<file path="src/rtl/seq_001_stream_ctrl_pkg.sv">
// Shared encodings for the framed "001" stream controller and its detector.
package seq_001_stream_ctrl_pkg;

   typedef enum logic [1:0] {
      S0 = 2'b00,
      S1 = 2'b01,
      S2 = 2'b10,
      S3 = 2'b11
   } det_state_t;

   typedef enum logic [1:0] {
      IDLE,
      SHIFT,
      FLUSH,
      REPORT
   } ctrl_state_t;

   // S1 = seen "0", S2 = seen "00", S3 = seen "001"
   function automatic det_state_t det_next(input det_state_t s, input logic b);
      det_state_t n;
      n = S0;
      case (s)
         S0: n = b ? S0 : S1;
         S1: n = b ? S0 : S2;
         S2: n = b ? S3 : S2;
         S3: n = b ? S0 : S1;
         default: n = S0;
      endcase
      return n;
   endfunction

endpackage

</file>
<file path="src/rtl/seq_001_det_en.sv">
// Clock-enabled, clearable "001" Moore detector; clear wins over bit_en.
module seq_001_det_en
   import seq_001_stream_ctrl_pkg::*;
(
   input  logic clk,
   input  logic reset,
   input  logic clear,
   input  logic bit_en,
   input  logic bit_in,
   output logic det
);

   det_state_t state;

   always_ff @(posedge clk) begin
      if (reset || clear) begin
         state <= S0;
      end else if (bit_en) begin
         state <= det_next(state, bit_in);
      end
   end

   assign det = (state == S3);

endmodule

</file>
<file path="src/rtl/seq_001_stream_ctrl.sv">
// Serialises framed words MSB-first into a 001 detector and reports the
// saturating per-frame match count over a valid/ready result port.
module seq_001_stream_ctrl
   import seq_001_stream_ctrl_pkg::*;
#(
   parameter int unsigned WORD_W = 8,
   parameter int unsigned CNT_W  = 16
) (
   input  logic              clk,
   input  logic              reset,
   input  logic              in_valid,
   input  logic [WORD_W-1:0] in_data,
   input  logic              in_last,
   output logic              in_ready,
   output logic              out_valid,
   output logic [CNT_W-1:0]  out_count,
   output logic              out_sat,
   input  logic              out_ready
);

   localparam int unsigned IDX_W = (WORD_W > 1) ? $clog2(WORD_W) : 1;

   ctrl_state_t       state;
   logic [WORD_W-1:0] shreg;
   logic [IDX_W-1:0]  idx;
   logic              last_flag;
   logic [CNT_W-1:0]  count;
   logic              sat;
   logic              step_d;
   logic              bit_en;
   logic              det;
   logic              det_clear;

   assign bit_en    = (state == SHIFT);
   assign det_clear = out_valid && out_ready;
   assign in_ready  = (state == IDLE) && !reset;
   assign out_count = count;
   assign out_sat   = sat;

   seq_001_det_en u_det (
      .clk    (clk),
      .reset  (reset),
      .clear  (det_clear),
      .bit_en (bit_en),
      .bit_in (shreg[WORD_W-1]),
      .det    (det)
   );

   always_ff @(posedge clk) begin
      if (reset) begin
         state     <= IDLE;
         shreg     <= '0;
         idx       <= '0;
         last_flag <= 1'b0;
         count     <= '0;
         sat       <= 1'b0;
         step_d    <= 1'b0;
         out_valid <= 1'b0;
      end else begin
         step_d <= bit_en;
         // det lags its enabled step by one cycle; step_d qualifies it so a
         // held S3 during idle gaps is counted exactly once
         if (step_d && det) begin
            if (count == '1) begin
               sat <= 1'b1;
            end else begin
               count <= count + 1'b1;
            end
         end
         case (state)
            IDLE: begin
               if (in_valid) begin
                  shreg     <= in_data;
                  last_flag <= in_last;
                  idx       <= IDX_W'(WORD_W - 1);
                  state     <= SHIFT;
               end
            end
            SHIFT: begin
               shreg <= shreg << 1;
               idx   <= idx - 1'b1;
               if (idx == '0) begin
                  state <= last_flag ? FLUSH : IDLE;
               end
            end
            FLUSH: begin
               out_valid <= 1'b1;
               state     <= REPORT;
            end
            REPORT: begin
               if (out_ready) begin
                  out_valid <= 1'b0;
                  count     <= '0;
                  sat       <= 1'b0;
                  state     <= IDLE;
               end
            end
            default: state <= IDLE;
         endcase
      end
   end

endmodule

</file>
<file path="config.mk">
export PLATFORM = sky130hd
export DESIGN_NAME = seq_001_stream_ctrl
export DESIGN_NICKNAME = d
export VERILOG_FILES = /design/src/rtl/seq_001_stream_ctrl_pkg.sv /design/src/rtl/seq_001_det_en.sv /design/src/rtl/seq_001_stream_ctrl.sv
export SDC_FILE = /design/constraint.sdc
export NUM_CORES = 1
export LEC_CHECK = 0
export CORE_ASPECT_RATIO = 1.5
export CORE_MARGIN = 2
export CORE_UTILIZATION = 44
export CTS_BUF_LIST = sky130_fd_sc_hd__clkbuf_4
export CTS_CLUSTER_SIZE = 24
export DETAILED_ROUTE_END_ITERATION = 10
export PLACE_DENSITY = 0.78
export RECOVER_POWER = 100
export SYNTH_ARGS = -nofsm -noshare
export SYNTH_HDL_FRONTEND = slang
export SYNTH_SLANG_ARGS = --single-unit
</file>
<file path="constraint.sdc">
create_clock -name clk -period 2.2 [get_ports clk]
set_input_delay 0.33 -clock clk [delete_from_list [all_inputs] [get_ports clk]]
set_output_delay 0.33 -clock clk [all_outputs]
set_load 0.005 [all_outputs]
</file>
After elaboration in Yosys (flattened, before gate mapping):

Cells that the tools add are included.

* bits in registers: 35
* bits of input ports: 13
* word-level logic and storage cells: 59
* output and inout port bits: 19

* reductions and logical operators: 15
* multiplexer cells: 23
* equality and inequality tests: 10
* add/sub/neg operators: 2

Operator list (number)
* $mux W16: 4
* $add A16 B1 Y16 const B: 1
* $eq A16 B16 Y1 const B: 1
* $pmux W8 S2: 1
* $mux W2: 5
* $eq A2 B2 Y1 const B: 4
* $mux W8: 1
* $pmux W2 S4: 1
* $mux W1: 7
* $pmux W2 S3: 1
* $pmux W3 S2: 1
* $reduce_and A2 Y1: 3
* $eq A2 B1 Y1 const B: 2
* $logic_not A2 Y1: 2
* $ne A2 B2 Y1 const B: 2
* $reduce_bool A2 Y1: 2
* $logic_and A1 B1 Y1: 3
* $logic_not A3 Y1: 1
* $mux W3: 1
* $reduce_and A3 Y1: 1
* $sub A3 B1 Y3 const B: 1
* $ne A2 B1 Y1 const B: 1
* $pmux W1 S2: 1
* $reduce_or A2 Y1: 1
* other kinds (2): 2

Longest topological paths before layout:

* depth in word-level cells: 5
* gate-level depth with buffers: 6
* mapped depth without buffers: 6

Modules after synthesis:

From an unflattened synthesis, not the netlist that was laid out.

* cells, all modules: 206
* area total of the unflattened synthesis: 1735.4 um2

Modules (own cells, without submodules)
* seq_001_stream_ctrl: cells each 191, area an instance 1595.3 um2, seq. area each 660.6 um2, times used 1
* seq_001_det_en: cells each 15, area an instance 140.1 um2, seq. area each 40.0 um2, times used 1

Least setup slack after synthesis:

No wires, ideal clock.

* kind: register to register
* from: register u_det.state[0]
* to: register count[7], in the netlist out_count[7]
* buffers on the path: 0
* arrival: 1584 ps
* cell stages (with the launch flop): 6
* setup slack: 546 ps
* clock period less this slack: 1654 ps
* path through: dfxtp_1 > ha_1 > nand2_1 > or4_1 > or3_1 > a21oi_1

* cells in the longest elaborated chain, start to end: 5

RTL lines
* start, declared: line seq_001_det_en.sv:13 `det_state_t state;`
* start signal, assigned: line seq_001_det_en.sv:19 `state <= det_next(state, bit_in);`
* $eq A2 B2 Y1 *: line seq_001_det_en.sv:23 `assign det = (state == S3);`
* $logic_and A1 B1 Y1 *: line seq_001_stream_ctrl.sv:63 `if (step_d && det) begin`
* $mux W16 *: line seq_001_stream_ctrl.sv:63
* $mux W16: line seq_001_stream_ctrl.sv:91 `if (out_ready) begin`
* $mux W16 *: line seq_001_stream_ctrl.sv:70 `case (state)`
* end signal, assigned: line seq_001_stream_ctrl.sv:67 `count <= count + 1'b1;`
* end, declared: line seq_001_stream_ctrl.sv:27 `logic [CNT_W-1:0] count;`

Every way passes the cells marked *; elsewhere a longest branch is shown, timed or not.
A chain may end at the register's enable or synchronous reset.

==> impl_metrics.ini <==
[final_layout]
finalInstanceArea_um2 = 2140
final_cells = 287
drive_gt1_share_pct = 7.85
utilization_pct = 55.1
final_common_cell = dfxtp_1
fin_nets = 260
mostFrequentLayoutCells = dfxtp_1, nor2_1, nand2_1, dlygate4sd3_1, a21oi_1
n_antenna_cell = 0
area_growth_pct = 22.2

[power_and_ir_drop]
finalPower_mw = 1.18
p_leak_nw = 0.863
vdd_drop_max_mv = 0.445
p_per_area_nw_per_um2 = 552

[global_route]
grt_usage_pct = 18.2
antenna_found_initial = 0
grt_util_met2_pct = 36.0
grt_first_pass_wirelength_um = 6510
busiest_layer = met2
grt_pass1_vias = 1480
grt_max_degree = 18
gr-usage-met1_pct = 18.4
grt_overflow = 0
gr-usage-met3_pct = 3.82

[yosys]
yosysTopAreaCellShare_pct = 40.0
ys.flop_type = dfxtp_1
synth_edf_count = 0
synth_top_cell_by_area = dfxtp_1
ys.warnings.count = 0
synth_cells = 204
synth_cell_type_count = 46
seq_area_frac_synth_pct = 40.0
synthTopCellsByArea = dfxtp_1, nor2_1, nand2_1, a21oi_1, ha_1
synth_seq_cells = 35
synth_fp_nets = 223
synth_area_per_cell_um2 = 8.59
synth_area_um2 = 1750
async_flop_share_pct = 0

[floorplan]
die_x_um = 55.5
rows = 28
die-area_um2 = 4510
core_area_um2 = 3890
ioPinCount = 32
die_h_um = 81.3
initial_core_util_pct = 45.0

[drt]
vias = 1626
wl_um = 3850
avgRoutedWirePerCell_um = 13.4
drt_iter0_markers = 48
antenna_left = 0
vias_per_cell = 5.67
drc = 0
drt_pass1_iterations = 4

[clock_network]
cts-resized-gates = 0
cts_setup_buffers = 0
cts_tree = built
htree_levels = 2
clock-sinks = 35
clk_pin_slew_worst_paths_ns = 0.10
clock_latency_ns = 0.34
cts_buffer_depth = 2
ctsHoldBuffers = 0
ctsRootBufferMaster = clkbuf_4
cts_buffers = 5

[critical_path]
cp_max_fo = 13
required_ns = 1.87
crit_arrival_ns = 1.58
worstSetupPathType = flop to output pin
crit_path_start_kind = flop
cp_top_family = buffers and inverters
crit_buf_inv = 1
crit_chain = nor3_1 -> dlygate4sd3_1
cp_slowest_cell = dlygate4sd3_1
critPathCaptureType = output pin
slowest_delay_ns = 0.59

[sta]
slew_viol_final = 0
finalClockSkew_ns = 0.00734
slew_headroom_pct = 53.2
max_clock_freq_ghz = 0.522
grt_setup_unrepaired = false
period_share_pct = 87.0
setup_viol = 0
tns_ns = 0
fin_crit_ns = 1.91
finalHoldViolations = 0
worst_slew_pin_slew_ns = 0.703

[place]
placed_area_um2 = 2120
gp_congestion = 0.770
dpl.cell_count = 279
hpwl_um = 2850
io_buffers = 31

[outcome]
status = finished clean

[worst_hold_path]
hold_path_class = flop to flop

[run]
max_cap_violations = 0
kinds of logic after synthesis:
logic type	after synthesis	share of synthesized area [%]
multiplexers	4	2.29
adder cells (fa/ha/maj)	6	4.29
AO/OA/AOI/OAI	47	18.1
flip-flops	35	40.0
AND/OR/NAND/NOR	95	30.5
buffers and inverters	17	4.86
worst reg2reg max path: cells and delay by family, from the launching register on:
family          cells  cell delay [ns]
compound gates      1             0.14
flops               1             0.48
fa+ha+maj           1             0.26
simple gates        3             0.97
stage by stage:
stage | setup slack [ns] | hold slack (ns)
floorplan | 0.546 | 0.437
CTS | 0.333 | 0.481
detailed placement | 0.340 | 0.467
global route | 0.140 | 0.500
global placement | 0.356 | 0.458
finish | 0.286 | 0.482
Yosys cell counts (2+ instances only):
library cell / n
dfxtp_1: 35
nor2_1: 27
nand2_1: 26
a21oi_1: 15
a311oi_1: 8
inv_1: 8
ha_1: 6
or4_1: 6
a211oi_1: 5
nor3_1: 5
clkbuf_1: 4
mux2i_1: 4
nand2b_1: 4
o21ai_0: 4
a31oi_1: 3
buf_2: 3
nand4_1: 3
or3_1: 3
and4_1: 2
nand3_1: 2
nand3_2: 2
nand4_2: 2
nor2b_1: 2
o21ai_1: 2
o31ai_1: 2
routing by layer:
| metal | wire, um | vias up | share of wire, % |
|---|---|---|---|
| li1 | - | 820 | - |
| met1 | 1550 | 768 | 40 |
| met2 | 2100 | 30 | 55 |
| met3 | 124 | 8 | 3.2 |
| met4 | 69 | 0 | 1.8 |
| met5 | 0 | - | 0 |
state kept, by name, indices dropped and copies added (netlist names), named ones only:
name,cells
out_count,16
shreg,8
idx,3
u_det.state,2
last_flag,1
out_sat,1
out_valid,1
state,1
step_d,1
final cells by class:
class	instances	area [um^2]
multi-input combinational	152	938
tap	45	56.3
sequential	35	701
fill	369	1750
clock buffer	6	45.0
timing repair buffer	39	363
clock inverter	2	7.51
inverter	8	30.0
path summary, 6_finish.rpt:
check,startpoint,end,slack (ns),cells after the start
min,shreg[4]$_SDFFE_PP0P_,shreg[5]$_SDFFE_PP0P_,0.48,2
max,flop,in_ready,0.29,2
min reg2reg,shreg[4]$_SDFFE_PP0P_,shreg[5]$_SDFFE_PP0P_,0.48,2
max reg2reg,out_count[0]$_SDFF_PP0_,out_count[4]$_SDFF_PP0_,0.30,5
report_power, final:
part,internal (mW),switching (mW)
clock,0.131,0.210
combinational,0.0742,0.0826
sequential,0.664,0.0206
Power figures use the tool's default switching activity.
